File: src/rtl/reaction_game_multi_pkg.sv
// Shared types and constants for the multi-player reaction game core.
package reaction_game_multi_pkg;

  typedef enum logic [1:0] {
    ST_IDLE = 2'd0,
    ST_WAIT = 2'd1,
    ST_GO   = 2'd2,
    ST_DONE = 2'd3
  } state_t;

  // All-9s for up to eight BCD digits; users slice off what they need.
  localparam logic [31:0] BCD_MAX = 32'h9999_9999;

  // Fibonacci taps 16,14,13,11 expressed as a bit mask on lfsr[15:0].
  localparam logic [15:0] LFSR_TAPS = 16'hB400;

  function automatic int clog2_min1(input int n);
    return (n <= 2) ? 1 : $clog2(n);
  endfunction

endpackage

File: src/rtl/reaction_game_multi_if.sv
// Button inputs and display/status outputs of the reaction game core.
interface reaction_game_multi_if
  import reaction_game_multi_pkg::*;
#(
  parameter int NUM_PLAYERS  = 2,
  parameter int SCORE_DIGITS = 4
);
  localparam int SEL_W = clog2_min1(NUM_PLAYERS);

  logic                      start;
  logic [NUM_PLAYERS-1:0]    stop;
  logic                      show_best;
  logic [SEL_W-1:0]          sel;
  logic [4*SCORE_DIGITS-1:0] score;
  logic [SEL_W-1:0]          winner;
  logic                      win_valid;
  logic                      led;
  logic [NUM_PLAYERS-1:0]    foul;
  logic                      busy;

  modport master (
    output start, stop, show_best, sel,
    input  score, winner, win_valid, led, foul, busy
  );

  modport slave (
    input  start, stop, show_best, sel,
    output score, winner, win_valid, led, foul, busy
  );

endinterface

File: src/rtl/reaction_game_multi_bcd_counter.sv
// Multi-digit BCD up-counter with synchronous clear; holds at all-9s.
module bcd_counter
  import reaction_game_multi_pkg::*;
#(
  parameter int DIGITS = 4
) (
  input  logic                clk,
  input  logic                rst,
  input  logic                clear,
  input  logic                en,
  output logic [4*DIGITS-1:0] count,
  output logic                all9
);

  logic [4*DIGITS-1:0] count_nxt;
  logic                carry;

  assign all9 = (count == BCD_MAX[4*DIGITS-1:0]);

  always_comb begin
    count_nxt = count;
    carry     = 1'b1;
    for (int i = 0; i < DIGITS; i++) begin
      if (carry) begin
        if (count[4*i +: 4] == 4'd9) begin
          count_nxt[4*i +: 4] = 4'd0;
        end else begin
          count_nxt[4*i +: 4] = count[4*i +: 4] + 4'd1;
          carry               = 1'b0;
        end
      end
    end
  end

  always_ff @(posedge clk or posedge rst) begin
    if (rst)
      count <= '0;
    else if (clear)
      count <= '0;
    else if (en && !all9)
      count <= count_nxt;
  end

endmodule

File: src/rtl/reaction_game_multi.sv
// Multi-player reaction game: random wait, LED, BCD-ms timing of first Stop,
// per-player best score and false-start flags.
module reaction_game_multi
  import reaction_game_multi_pkg::*;
#(
  parameter int          NUM_PLAYERS      = 2,
  parameter int          TICK_DIV         = 50000,
  parameter int          SCORE_DIGITS     = 4,
  parameter int          MIN_DELAY_MS     = 1000,
  parameter int          DELAY_RANGE_LOG2 = 12,
  parameter logic [15:0] LFSR_SEED        = 16'hACE1
) (
  input logic                  clk,
  input logic                  rst,
  reaction_game_multi_if.slave bus
);

  localparam int SEL_W = clog2_min1(NUM_PLAYERS);
  localparam int SW    = 4 * SCORE_DIGITS;
  localparam int PS_W  = $clog2(TICK_DIV);
  localparam int DLY_W = $clog2(MIN_DELAY_MS + (1 << DELAY_RANGE_LOG2) + 1);
  localparam logic [SW-1:0] ALL9 = BCD_MAX[SW-1:0];

  state_t state, state_nxt;

  logic [NUM_PLAYERS:0]   pad, s1, s2, s3, edge_q;
  logic                   start_edge, any_stop;
  logic [NUM_PLAYERS-1:0] stop_edge;
  logic [15:0]            lfsr;
  logic [PS_W-1:0]        presc;
  logic                   tick;
  logic [DLY_W-1:0]       delay;
  logic [SW-1:0]          count, result, score;
  logic                   all9;
  logic [SEL_W-1:0]       win_idx, winner;
  logic                   win_valid;
  logic [NUM_PLAYERS-1:0] foul;
  logic [SW-1:0]          best [NUM_PLAYERS];
  logic                   evt_start, evt_go, evt_foul, evt_win, evt_timeout;
  logic                   led_c, busy_c;

  // Per button: two sync flops, then a registered rising-edge pulse.
  assign pad = {bus.stop, bus.start};
  always_ff @(posedge clk or posedge rst) begin
    if (rst) begin
      s1 <= '0; s2 <= '0; s3 <= '0; edge_q <= '0;
    end else begin
      s1     <= pad;
      s2     <= s1;
      s3     <= s2;
      edge_q <= s2 & ~s3;
    end
  end

  assign start_edge = edge_q[0];
  assign stop_edge  = edge_q[NUM_PLAYERS:1];
  assign any_stop   = |stop_edge;

  always_comb begin
    win_idx = '0;
    for (int i = NUM_PLAYERS - 1; i >= 0; i--)
      if (stop_edge[i]) win_idx = SEL_W'(i);
  end

  always_ff @(posedge clk or posedge rst) begin
    if (rst) lfsr <= LFSR_SEED;
    else     lfsr <= {lfsr[14:0], ^(lfsr & LFSR_TAPS)};
  end

  assign tick = (presc == PS_W'(TICK_DIV - 1));

  always_ff @(posedge clk or posedge rst) begin
    if (rst) state <= ST_IDLE;
    else     state <= state_nxt;
  end

  always_comb begin
    state_nxt   = state;
    evt_start   = 1'b0;
    evt_go      = 1'b0;
    evt_foul    = 1'b0;
    evt_win     = 1'b0;
    evt_timeout = 1'b0;
    case (state)
      ST_IDLE, ST_DONE: begin
        if (start_edge) begin
          state_nxt = ST_WAIT;
          evt_start = 1'b1;
        end
      end
      ST_WAIT: begin
        if (any_stop) begin
          state_nxt = ST_DONE;
          evt_foul  = 1'b1;
        end else if (tick && delay <= DLY_W'(1)) begin
          state_nxt = ST_GO;
          evt_go    = 1'b1;
        end
      end
      ST_GO: begin
        // A press on the timeout tick still wins with the pre-increment count.
        if (any_stop) begin
          state_nxt = ST_DONE;
          evt_win   = 1'b1;
        end else if (tick && all9) begin
          state_nxt   = ST_DONE;
          evt_timeout = 1'b1;
        end
      end
      default: state_nxt = ST_IDLE;
    endcase
  end

  always_comb begin
    led_c  = (state == ST_GO);
    busy_c = (state == ST_WAIT) || (state == ST_GO);
  end

  bcd_counter #(.DIGITS(SCORE_DIGITS)) u_count (
    .clk   (clk),
    .rst   (rst),
    .clear (evt_go),
    .en    (led_c && tick),
    .count (count),
    .all9  (all9)
  );

  always_ff @(posedge clk or posedge rst) begin
    if (rst) begin
      presc     <= '0;
      delay     <= '0;
      result    <= '0;
      winner    <= '0;
      win_valid <= 1'b0;
      foul      <= '0;
      score     <= '0;
      for (int i = 0; i < NUM_PLAYERS; i++) best[i] <= ALL9;
    end else begin
      if (evt_start || evt_go) presc <= '0;
      else if (busy_c)         presc <= tick ? '0 : presc + PS_W'(1);

      if (evt_start)
        delay <= DLY_W'(MIN_DELAY_MS) + DLY_W'(lfsr[DELAY_RANGE_LOG2-1:0]);
      else if (state == ST_WAIT && tick)
        delay <= delay - DLY_W'(1);

      if (evt_start) begin
        foul      <= '0;
        win_valid <= 1'b0;
      end
      if (evt_foul) foul <= stop_edge;

      if (evt_win || evt_timeout) begin
        result    <= count;
        win_valid <= evt_win;
      end
      if (evt_win) begin
        winner <= win_idx;
        if (count < best[win_idx]) best[win_idx] <= count;
      end

      if (!bus.show_best)                     score <= result;
      else if (32'(bus.sel) < NUM_PLAYERS)    score <= best[bus.sel];
      else                                    score <= ALL9;
    end
  end

  assign bus.score     = score;
  assign bus.winner    = winner;
  assign bus.win_valid = win_valid;
  assign bus.led       = led_c;
  assign bus.foul      = foul;
  assign bus.busy      = busy_c;

endmodule

File: src/flat_wrapper.sv
// flat-port wrapper written by rule: the top's interface ports become plain ports
module reaction_game_multi_flat import reaction_game_multi_pkg::*;
#(
  parameter int          NUM_PLAYERS      = 2,
  parameter int          TICK_DIV         = 50000,
  parameter int          SCORE_DIGITS     = 4,
  parameter int          MIN_DELAY_MS     = 1000,
  parameter int          DELAY_RANGE_LOG2 = 12,
  parameter logic [15:0] LFSR_SEED        = 16'hACE1
)
  (clk, rst, bus_start, bus_stop, bus_show_best, bus_sel, bus_score, bus_winner, bus_win_valid, bus_led, bus_foul, bus_busy);
  reaction_game_multi_if #(.NUM_PLAYERS(NUM_PLAYERS), .SCORE_DIGITS(SCORE_DIGITS)) bus_i ();
  input logic clk;
  input logic rst;
  input wire logic [$bits(bus_i.start)-1:0] bus_start;
  input wire logic [$bits(bus_i.stop)-1:0] bus_stop;
  input wire logic [$bits(bus_i.show_best)-1:0] bus_show_best;
  input wire logic [$bits(bus_i.sel)-1:0] bus_sel;
  output wire logic [$bits(bus_i.score)-1:0] bus_score;
  output wire logic [$bits(bus_i.winner)-1:0] bus_winner;
  output wire logic [$bits(bus_i.win_valid)-1:0] bus_win_valid;
  output wire logic [$bits(bus_i.led)-1:0] bus_led;
  output wire logic [$bits(bus_i.foul)-1:0] bus_foul;
  output wire logic [$bits(bus_i.busy)-1:0] bus_busy;
  assign bus_i.start = bus_start;
  assign bus_i.stop = bus_stop;
  assign bus_i.show_best = bus_show_best;
  assign bus_i.sel = bus_sel;
  assign bus_score = bus_i.score;
  assign bus_winner = bus_i.winner;
  assign bus_win_valid = bus_i.win_valid;
  assign bus_led = bus_i.led;
  assign bus_foul = bus_i.foul;
  assign bus_busy = bus_i.busy;
  reaction_game_multi #(.NUM_PLAYERS(NUM_PLAYERS), .TICK_DIV(TICK_DIV), .SCORE_DIGITS(SCORE_DIGITS), .MIN_DELAY_MS(MIN_DELAY_MS), .DELAY_RANGE_LOG2(DELAY_RANGE_LOG2), .LFSR_SEED(LFSR_SEED)) u_core (.clk(clk), .rst(rst), .bus(bus_i));
endmodule
File: config.mk
export PLATFORM = sky130hd
export DESIGN_NAME = reaction_game_multi_flat
export DESIGN_NICKNAME = d
export VERILOG_FILES = /design/src/rtl/reaction_game_multi_pkg.sv /design/src/rtl/reaction_game_multi_if.sv /design/src/rtl/reaction_game_multi_bcd_counter.sv /design/src/rtl/reaction_game_multi.sv /design/src/flat_wrapper.sv
export SDC_FILE = /design/constraint.sdc
export NUM_CORES = 1
export LEC_CHECK = 0
export CORE_MARGIN = 8
export CORE_UTILIZATION = 55
export CTS_BUF_LIST = sky130_fd_sc_hd__clkbuf_4 sky130_fd_sc_hd__clkbuf_8
export CTS_CLUSTER_DIAMETER = 40
export DETAILED_ROUTE_END_ITERATION = 7
export MAX_ROUTING_LAYER = met4
export PLACE_DENSITY = 0.83
export SLEW_MARGIN = 20
export SYNTH_ARGS = -nofsm -noshare
export SYNTH_HDL_FRONTEND = slang
export SYNTH_SLANG_ARGS = --single-unit
File: constraint.sdc
create_clock -name clk -period 4.69 [get_ports clk]
set_input_delay 0.938 -clock clk [delete_from_list [all_inputs] [get_ports clk]]
set_output_delay 0.938 -clock clk [all_outputs]
set_load 0.01 [all_outputs]
==> Word level (Yosys, flattened, before mapping) <==
Index checks and enable logic that the tools add are counted.
{ "classes": {"add_sub_neg": 7, "mul": 0, "div_mod_pow": 0, "order_cmp": 5, "eq_ne": 12, "shift": 0, "muxes": 52, "bitwise": 4, "reduce_logical": 27} }
{ "ops": {"columns": ["operator", "count"], "rows": [
  ["$mux W16", 13],
  ["$bwmux W32", 1],
  ["$eq A16 B16 Y1 const B", 2],
  ["$mux W4", 7],
  ["$mux W13", 2],
  ["$mux W1", 20],
  ["$add A16 B1 Y16 const B", 1],
  ["$add A4 B1 Y4 const B", 4],
  ["$demux W16 S1", 1],
  ["$eq A4 B4 Y1 const B", 4],
  ["$lt A16 B16 Y1", 1],
  ["$reduce_bool A2 Y1", 8],
  ["$reduce_xor A16 Y1", 1],
  ["$mux W2", 7],
  ["$add A10 B12 Y13 const A", 1],
  ["$le A13 B1 Y1 const B", 1],
  ["$sub A13 B1 Y13 const B", 1],
  ["$reduce_and A2 Y1", 4],
  ["$logic_and A1 B1 Y1", 6],
  ["$pmux W2 S3", 1],
  ["$eq A2 B2 Y1 const B", 2],
  ["$ge A2 B2 Y1 const B", 2],
  ["$not A1 Y2", 2],
  ["$reduce_or A2 Y1", 2],
  ["other kinds (11)", 13]
]} }
{ "totals": {"register_bits": 143, "latch_bits": 0, "ram_bits": 0, "romBits": 0, "in_bits": 7, "output_inout_bits": 22, "wordCells": 126, "mem_count": 0} }

==> Longest topological paths before layout <==
Gate-level depths: netlist of the first run.
{ "depth": {"ltp_word": 8, "ltp_mapped": 12} }

==> Cells and area by module <==
Synthesis of the first run repeated with hierarchy kept, for this count alone.
{ "hier_totals": {"cells_unflattened": 590, "area_unflattened_um2": 6974.2} }
{ "modules_own_cells": {"columns": ["mod", "instances", "cells_each", "area_per_inst_um2", "seq_area_each_um2"], "rows": [
  ["reaction_game_multi", 1, 481, 5928.2, 3208.1],
  ["bcd_counter", 1, 109, 1046.0, 400.4]
]} }

==> Worst setup path after synthesis of the first run <==
Ideal clock, no wire load.
{ "synth_path": {"path_kind": "flip-flop to flip-flop", "from": "register u_core.edge_q[1]", "to": "register u_core.best[17] in the netlist's numbering", "arrival_time_ns": 2.932, "required_ns": 4.565, "path_slack_ns": 1.633, "path_stages_with_launch": 13, "path_buffers": 3, "synth_period_minus_slack_ns": 3.057, "cell_sequence": "dfrtp_1 > nor2b_2 > buf_6 > buf_1 > mux2i_1 > ha_1 > a21oi_1 > o21a_1 > o221a_2 > a2bb2oi_2 > nand4b_4 > buf_6 > mux2_4"} }
{ "synth_between": {"elab_chain_cells": 7, "word_cells_on_any_way": 16, "cone_classes": "order compare: 3; mux: 9; bitwise: 1; reduce/logical: 3"} }
{ "synth_rtl": {"columns": ["item", "line_no", "rtl"], "rows": [
  ["start, declared", "reaction_game_multi.sv:26", "logic [NUM_PLAYERS:0] pad, s1, s2, s3, edge_q;"],
  ["start signal, assigned", "reaction_game_multi.sv:51", "edge_q <= s2 & ~s3;"],
  ["$mux W1", "reaction_game_multi.sv:62", "if (stop_edge[i]) win_idx = SEL_W'(i);"],
  ["$not A1 Y2 (implied by the code)", "reaction_game_multi.sv:159", "if (count < best[win_idx]) best[win_idx] <= count;"],
  ["$mux W16 (implied by the code) (tied with other cells)", "reaction_game_multi.sv:159", null],
  ["$mux W16 (implied by the code) / $logic_and A1 B1 Y1 (equally long branches)", "reaction_game_multi.sv:159", null],
  ["$mux W16 (implied by the code)", "reaction_game_multi.sv:159", null],
  ["$lt A16 B16 Y1 / $demux W16 S1 (equally long branches)", "reaction_game_multi.sv:159", null],
  ["$reduce_and A2 Y1 (no line) / $bwmux W32 (equally long branches)", null, null],
  ["end, declared", "reaction_game_multi.sv:38", "logic [SW-1:0] best [NUM_PLAYERS];"]
]} }
Parallel ways exist; a longest one is shown, timed or not. The select of a mux whose other input is x is not followed.
A chain may end at the register's enable or synchronous reset.

==> Final worst setup path of the first run <==
{ "layout_path": {"from": "register u_core.edge_q[2]", "to": "register u_core.best[1] in the netlist's numbering"} }
{ "layout_between": {"elab_chain_cells": 8, "word_cells_on_any_way": 17, "cone_classes": "order compare: 3; mux: 10; bitwise: 1; reduce/logical: 3"} }
{ "layout_rtl": {"columns": ["item", "line_no"], "rows": [
  ["$mux W1 (2 in series)", "reaction_game_multi.sv:62"],
  ["$not A1 Y2 (implied by the code)", "reaction_game_multi.sv:159"],
  ["$mux W16 (implied by the code) (tied with other cells)", "reaction_game_multi.sv:159"],
  ["$mux W16 (implied by the code) / $logic_and A1 B1 Y1 (equally long branches)", "reaction_game_multi.sv:159"],
  ["$mux W16 (implied by the code)", "reaction_game_multi.sv:159"],
  ["$lt A16 B16 Y1 / $demux W16 S1 (equally long branches)", "reaction_game_multi.sv:159"],
  ["$reduce_and A2 Y1 (no line) / $bwmux W32 (equally long branches)", null]
]} }
Parallel ways exist; a longest one is shown, timed or not. The select of a mux whose other input is x is not followed.

==> run metrics, run 1 <==
FMAX=274 MHz; leading area contributor after synthesis=dfrtp_1; Die W=129 um; clock slew at reported path FFs=70 ps; initial antenna violation count=0; Sw Ratio=27.8%; RD Place Congestion=0.966; arrival time worst endpoint=3980 ps; port bufs=28; pwr dens=382 nW/um^2; layout net count=673; CTS buffer count=17; synth warn=0; asr flop ratio synth=100%; clk_skew=12.9 ps; worst path bufs/invs=1; main area contributors after synthesis=dfrtp_1, dfstp_2, mux2i_1; P_int=0.00218 W; top-count cell post-synth=dfrtp_1; worst-margin pin slew=1030 ps; H-tree Lvls=4; crit end category=flip-flop; synthesized area=7030 um^2; register area=3610 um^2; Multi-input gate area=3260 um^2; Via-to-Cell Ratio=5.68; #FFs+latches synth=143; post-synthesis sequential area ratio=51.3%; CP max-delay cell=nor2b_2; Clock power frac=36.7%; hold_buf cts=0; Post-synth EDFFs=0; share of cells above drive strength 1=19.5%; Max IR drop VDD=0.000352 V; combinational group share of total power=16.9%; num rows=41; fin crit share=77.7%; maxcap violations=0; crit path time final=3640 ps; Commonest cells post-synth=dfrtp_1, nor2_1, nand2_1; total number of vias=4671; worst endpoint required time=5020 ps; Hold WS=356 ps; WS Path Type=reg -> reg; FILL cells=937; syn_area_per_cell=11.6 um^2; P&R area growth vs syn=12.1%; number of DRC markers in iteration 0=204; leakage power=3.62 nW; max incr delay on CP=840 ps; Root Driver=clkbuf_8; DR pass1 iterations=4; average wire per standard cell=16.7 um; final WL=13.8 mm; Synth cell types=67; Rel. slew slack=31.0%; status=finished clean; later-pin clock latency in the skew report=450 ps; syn_nets=645; Initial Util=56.0%; register share of total power=46.4%; Core Footprint=12600 um^2; crit path launch type=flip-flop; delay-heaviest family, CP=simple AND/OR/NAND/NOR gates; Clock Sinks=143; # setup viols final=0; Final ANT Viol Nets=0; placed wire-length estimate=9.38 mm; GRT Total Usage=18.4%; number of inserted diodes=0; Setup Fix Bufs, Post-CTS=0; CTS tree=built; first-pass GRT wire length=23.3 mm; CTS max path bufs=2; Die Ht=129 um; Setup TNS=0 ps; top-area cell type share of the netlist area=42.3%; vias in the first global route=4737; max-slew violations=0; Post-Synthesis Cells=609; total grt overflow=0; RSZ-0062 raised after global routing=no; die footprint=16700 um^2; Resize count post-CTS=0; worst hold path class=reg -> reg; P_sw=0.000837 W; DR DRC count=0; CP max FO=16; Top Ports=29; critical-path cell list=nor2b_2 > buf_4 > mux2i_1 > ha_1 > a21oi_1 > o221a_2 > a2bb2oi_2 > nand4_4 > mux2_4; Synth Flop Type=dfrtp_1; Post-DP Area=7440 um^2; Final Hold Viols=0; largest net degree at the start of global routing=102; design area=7890 um^2
-- cells by family after synthesis --
family,count (synthesis),synth area share (%)
simple gates,212,16.4
flops,143,51.3
mux,84,13.8
compound gates,70,6.12
xor+xnor,39,4.86
buf+inv,32,2.35
fa+ha+maj,29,5.16
-- area by class of cell --
cell class	instances	area share, %
inverter	11	0.571
timing repair buffer	30	3.84
sequential	143	45.8
tap	172	2.73
clock buffer	20	3.33
multi-input combinational	434	41.4
clock inverter	12	2.41
-- power by group through the flow --
stage / Combinational [W] / Clock, W / Sequential (W)
floorplan: 0.000336 / 0 / 0.00141
global placement: 0.000491 / 0 / 0.00142
CTS: 0.000513 / 0.00112 / 0.00140
detailed placement: 0.000511 / 0 / 0.00142
global route: 0.000561 / 0.00118 / 0.00141
finish: 0.000510 / 0.00110 / 0.00140
-- path summary, 6_finish.rpt --
path	to	start	slack, ps	depth (start not counted)
max	u_core.best[1]	u_core.edge_q[2]	1050	9
min	u_core.s2[2]	u_core.s1[2]	360	0
max reg2reg	u_core.best[1]	u_core.edge_q[2]	1050	9
min reg2reg	u_core.s2[2]	u_core.s1[2]	360	0
max in group asynchronous	u_core.best[27]	rst	2700	3
min in group asynchronous	u_core.u_count.count[3]	rst	1010	2
-- cell usage in the layout (no fill, tap or decap), drive strengths merged, types with 23 or more instances in the layout --
| cell type | instances |
|---|---|
| dfrtp | 119 |
| nor2 | 71 |
| mux2 | 45 |
| nand2 | 44 |
| a21oi | 40 |
| mux2i | 39 |
| ha | 29 |
| clkdlybuf4s50 | 27 |
| dfstp | 24 |
| xor2 | 23 |
-- per-layer routing --
metal  global-route usage [%]  vias to the layer above  wire (um)
met5                        -                        -          0
met4                     8.91                        0        305
met3                     3.99                       23        542
met2                     29.1                       87       6810
met1                     22.2                     2351       6090
li1                         -                     2210          -
-- state kept, by name (all words and copies together) (netlist names), 3 cells and up --
name,flops
u_core.presc,16
u_core.s3,3
u_core.result,16
u_core.lfsr,16
u_core.delay,13
u_core.u_count.count,16
u_core.s2,3
u_core.bus.score,16
u_core.s1,3
u_core.edge_q,3
u_core.best,32
-- through the flow --
step | power [W] | setup slack, ps | utilization [%] | std cells
after floorplan | 0.00175 | 1630 | - | 609
after global placement | 0.00191 | 1290 | 59.2 | 790
after detailed placement | 0.00193 | 1160 | 59.2 | 790
after CTS | 0.00304 | 1080 | 62.8 | 822
after global routing | 0.00315 | 839 | 62.7 | 822
final | 0.00301 | 1050 | 62.7 | 822
No activity file was read; power rests on OpenSTA's default activity.
==> run 2: changes to the inputs <==
==> constraint.sdc (replaced) <==
create_clock -name clk -period 2.9 [get_ports clk]
set_input_delay 0.58 -clock clk [delete_from_list [all_inputs] [get_ports clk]]
set_output_delay 0.58 -clock clk [all_outputs]
set_load 0.01 [all_outputs]
==> run 2 against run 1 <==
Combinational power grew 65%. Sequential cell count stayed put. Non-clock buffer count increased by 15. Critical path depth is 2 higher. Wire length increased by 5.6%. Global-route usage increased by 0.66 points. Via count increased by 1.4%. Sequential power grew 62%. Final area is 2.4% higher. Critical path type unchanged.
==> run metrics, run 2 (same netlist as run 1, synthesis figures left out) <==
status=finished clean; max-slew violations=0; share of cells above drive strength 1=21.4%; num rows=41; Reg-to-Reg Start=u_core.edge_q[2]; CTS max path bufs=2; crit path time final=2760 ps; CTS buffer count=17; hold_buf cts=0; P_sw=0.00136 W; H-tree Lvls=4; Final ANT Viol Nets=0; leakage power=3.75 nW; Placement Setup Slack=-37.0 ps; reg2reg setup slack=140 ps; pwr dens=602 nW/um^2; register share of total power=46.7%; GRT Total Usage=19.1%; grt met1 use=21.4%; hold path depth=0; Via-to-Cell Ratio=5.66; worst endpoint required time=3230 ps; average wire per standard cell=17.3 um; FMAX=363 MHz; gr busiest metal=met2; clock slew at reported path FFs=80 ps; worst path bufs/invs=2; clk_skew=7.84 ps; Clock power frac=36.0%; Die W=129 um; register area=3610 um^2; Multi-input gate area=3280 um^2; CP max FO=19; Root Driver=clkbuf_8; Die Ht=129 um; Initial Util=56.0%; later-pin clock latency in the skew report=450 ps; Max IR drop VDD=0.000402 V; global routing met3 resource utilization=4.56%; first-pass GRT wire length=24.3 mm; maxcap violations=0; max incr delay on CP=400 ps; CP max-delay cell=dfrtp_1; total number of vias=4737; P_int=0.00350 W; fin crit share=95.1%; layout net count=688; placed wire-length estimate=9.85 mm; final WL=14.5 mm; total grt overflow=0; register with the most flip-flops=u_core.best; Sw Ratio=28.0%; Crit Reg-Reg Endpoint=u_core.best[22]; die footprint=16700 um^2; P&R area growth vs syn=14.8%; most frequent CP cell=buf_12; RD Place Congestion=0.887; critical-path cell list=nor2b_4 > buf_12 > mux2i_1 > ha_1 > a21oi_1 > o21a_1 > o221a_2 > a2bb2oi_4 > nand4b_4 > buf_12 > mux2_4; final worst slack=141 ps; DR DRC count=0; number of inserted diodes=0; delay-heaviest family, CP=compound AO/OA/AOI/OAI gates; most common cell after layout, fill and taps aside=dfrtp_1; initial antenna violation count=0; WS Path Type=reg -> reg; worst-margin pin slew=712 ps; largest net degree at the start of global routing=76; worst hold path class=reg -> reg; CTS tree=built; Clock Sinks=143; crit end category=flip-flop; Core Footprint=12600 um^2; Pwr Total=0.00486 W; Final Hold Viols=0; DR pass1 iterations=5; FILL cells=946; # setup viols final=0; vias in the first global route=5017; arrival time worst endpoint=3090 ps; Rel. slew slack=52.1%; met2 usage=32.9%; Top Ports=29; number of DRC markers in iteration 0=236; hold wc startpoint=u_core.s1[0]; port bufs=28; crit path launch type=flip-flop; max reg flops=32; combinational group share of total power=17.3%; most frequent cells in the layout=dfrtp_1, nor2_1, nand2_1; WHS Endpoint=u_core.s2[0]; worst r2r path cells=11
-- run 2: cell types whose count changed in the layout (fill, tap and decap cells not counted), sizes merged --
cell	before	now
bufinv	5	4
clkinvlp	3	5
clkdlybuf4s50	27	28
buf	3	17
clkinv	5	2
clkbuf	20	22
-- run 2: cell type report --
| class | instances | share of cell area [%] |
|---|---|---|
| Clock buffer | 22 | 3.60 |
| Clock inverter | 10 | 1.98 |
| Inverter | 11 | 0.558 |
| Multi-Input combinational cell | 434 | 40.7 |
| Sequential cell | 143 | 44.7 |
| Tap cell | 172 | 2.67 |
| Timing Repair Buffer | 45 | 5.83 |
-- run 2: per-stage QoR --
stage	TNS (ps)	utilization, %	instance area (um^2)	cells	hold WS (ps)
global route	-23.6	64.2	8070	837	361
finish	0	64.2	8070	837	355
floorplan	0	-	7040	609	331
CTS	0	64.0	8040	836	358
detailed placement	-148	59.9	7530	799	340
global placement	0	59.9	7530	799	335
-- run 2: metal layers --
metal | wire length, um | vias up
met1 | 6140 | 2381
li1 | - | 2229
met2 | 7570 | 106
met4 | 196 | 0
met3 | 612 | 21
met5 | 0 | -
-- run 2: worst register-to-register path, cell delays in order (launching register included) --
cell       delay [ps]
dfrtp_1           400
nor2b_4           180
buf_12            180
mux2i_1           210
ha_1              260
a21oi_1           200
o21a_1            150
o221a_2           210
a2bb2oi_4         200
nand4b_4          150
buf_12            180
mux2_4            310
-- run 2: power groups by stage --
stage,logic (W),clock network (W),registers (W)
after global routing,0.000928,0.00187,0.00229
after detailed placement,0.000836,0,0.00230
after global placement,0.000803,0,0.00229
final,0.000841,0.00175,0.00227
after CTS,0.000846,0.00179,0.00227
after floorplan,0.000543,0,0.00228
-- run 2: what timing repair did --
action	4_1_cts	5_1_grt
pin swaps	2	0
endpoints found under the setup margin	20	20
buffers inserted	5	1
resized for setup	0	3
-- run 2: how the worst max path moves through the flow --
stage	start	to	slack, ps	depth (start not counted)
final	u_core.edge_q[2]	u_core.best[22]	140	11
after floorplan	u_core.edge_q[1]	u_core.best[17]	70	12
after global routing	u_core.edge_q[2]	u_core.best[22]	-10	11
after global placement	u_core.edge_q[1]	u_core.best[17]	90	10
after detailed placement	u_core.edge_q[2]	u_core.best[22]	-40	10
after CTS	u_core.edge_q[2]	u_core.best[22]	150	11
==> run 3: changes to the inputs <==
--- a/config.mk
+++ b/config.mk
@@ -5,6 +5,7 @@
 export SDC_FILE = /design/constraint.sdc
 export NUM_CORES = 1
 export LEC_CHECK = 0
+export CAP_MARGIN = 15
 export CORE_MARGIN = 8
 export CORE_UTILIZATION = 55
 export CTS_BUF_LIST = sky130_fd_sc_hd__clkbuf_4 sky130_fd_sc_hd__clkbuf_8
==> results of run 3 <==
Same layout as run 2: the final DEF is identical, and so are final timing and power.
==> RTL edit: new RTL, config.mk and constraints of run 3 <==
Encoding of `state_t`: now one-hot (4 bits for 4 states).
--- a/src/rtl/reaction_game_multi_pkg.sv
+++ b/src/rtl/reaction_game_multi_pkg.sv
@@ -1,11 +1,11 @@
 // Shared types and constants for the multi-player reaction game core.
 package reaction_game_multi_pkg;
 
-  typedef enum logic [1:0] {
-    ST_IDLE = 2'd0,
-    ST_WAIT = 2'd1,
-    ST_GO   = 2'd2,
-    ST_DONE = 2'd3
+  typedef enum logic [3:0] {
+    ST_IDLE = 4'b0001,
+    ST_WAIT = 4'b0010,
+    ST_GO   = 4'b0100,
+    ST_DONE = 4'b1000
   } state_t;
 
   // All-9s for up to eight BCD digits; users slice off what they need.
Function: same outputs for any inputs over 10 cycles, from zero or initial values and one cycle with rst high; not proved beyond that.
==> RTL edit against run 3 <==
Routed wire length decreased by 2.6%. Critical endpoint is now u_core.best[17]. Design area is 0.91% lower. Sequential cell count up 2. First-iteration DRC count grew 3.8%. Synthesized area down 0.59%. Count of clock-buffer cells in the layout is 1 lower. Non-clock buffer count grew 2. Global-route usage is 0.20 points higher. Clock skew up 4.7 ps. Highest routed layer unchanged. Worst setup slack got worse by 59 ps.
Power is not compared: it rests on default switching activity, and its combinational part moved more than twofold at a synthesized area within 25%.
==> RTL edit: results (changes against run 3) <==
run status=finished, final reports clean; FFs & Latches=145 (+1.4%); pin count of the biggest net entering global routing=53 (-30%); mean number of vias per cell=5.71 (+0.86%); multi-input gate count=442 (+1.8%); final wirelength=14100 um (-2.6%); Post-Syn Nets=654 (+1.4%); drt initial violations=245 (+3.8%); Least-Margin Pin Slew=648 ps (-63.9 ps); top post-synthesis cells by area=dfrtp_1 (43%), dfstp_2 (9.4%), mux2i_1 (5.2%); met1 Use GR=22.9% (+1.4 points); mux cell area share after synthesis=13.5% (-0.35 points); met3 Resource Use GR=4.59% (+0.032 points); reg2reg start=u_core.edge_q[1]; Tot GR Track Use=19.3% (+0.20 points); M2 GR Usage=30.8% (-2.0 points); post-synthesis compound-gate area fraction=8.53% (+2.4 points); Post-synth top cells=dfrtp_1 (120), nor2_1 (53), nand2_1 (51), a21oi_1 (42), o21ai_0 (39); fraction of area in multi-input gates=40.5% (-0.20 points); GPL Wtd Cong=0.848 (-4.5%); Post-DP HPWL=9650 um (-2.1%); setup slack, reg-to-reg=80 ps (-60 ps); max incr delay on CP=slightly below 400 ps; wire per inst=16.7 um (-3.9%); number of global-route vias before repair=5041 (+0.48%); post-synthesis sequential area ratio=52.3% (+1.0 points); fraction of layout cells with a size suffix above 1=20.5% (-0.82 points); Synth Area in Adders=4.83% (-0.33 points); Post-Synth XOR/XNOR Area=3.63% (-1.2 points); CP Max Fanout=18 (-1); DR pass1 iterations=4 (-1); initial antenna violation count=0 (unchanged); Worst Path Arrival=3160 ps (+70 ps); Synth Instances=620 (+1.8%); Netlist cell types=59 (-12%); worst r2r dst=u_core.best[17]; non-clock buffer count=47 (+4.4%); Setup Skew=12.6 ps (+4.72 ps); Post-DP Area=7550 um^2 (+0.25%); Peak Freq=355 MHz (-2.1%); ClkCell Share=4.77% (-0.81 points); Hold Crit Class=primary input to async pin; most flop-heavy register=u_core.best; first-pass GRT wire length=24500 um (+0.91%); Inverters=11 (unchanged); Data buffer area share=5.76% (-0.071 points); pre-CTS setup slack=-50.9 ps (-13.9 ps); Fillers=1004 (+6.1%); slowest stage cell, crit path=dfrtp_1; dpl cells=815 (+2.0%); Final #Nets=698 (+1.5%); final-layout clock buffer total=21 (-4.5%); clk_lat worst skew=~460 ps; hold_ws=345 ps (-10.1 ps); Reg area=3660 um^2 (+1.4%); port buffer count=28 (unchanged)
-- RTL edit: changes by cell type after synthesis, sizes merged, moves of 4 or more --
cell	change
clkbuf	+4
nand2	+7
nand3	-5
nor2	-18
o21ai	+31
or3	+6
xor2	-13
-- RTL edit: power by group --
group | internal (uW) | leakage (uW) | switching, uW
Clock | 747 | 0.000186 | 775
Sequential | 2080 | 0.00187 | 45.7
Combinational | 108 | 0.00155 | 151
Total | 2940 | 0.00360 | 972
-- RTL edit: logic make-up after synthesis --
group	Yosys count
AND/OR/NAND/NOR	200
flip-flops	145
AO/OA/AOI/OAI	105
multiplexers	81
buffers and inverters	33
XOR/XNOR	29
adder cells (fa/ha/maj)	27
-- RTL edit: metal layers --
layer  part of all wire, %  wire length, um
met1                    44             6240
met2                    50             7140
met3                   3.4              482
met4                   2.0              282
met5                     0                0
-- RTL edit: repair_timing --
action                     4_1_cts  5_1_grt
setup buffers                    2        0
gates cloned                     0        0
pin swaps                        1        3
gates resized for setup          0        7
setup endpoints to repair       13       12
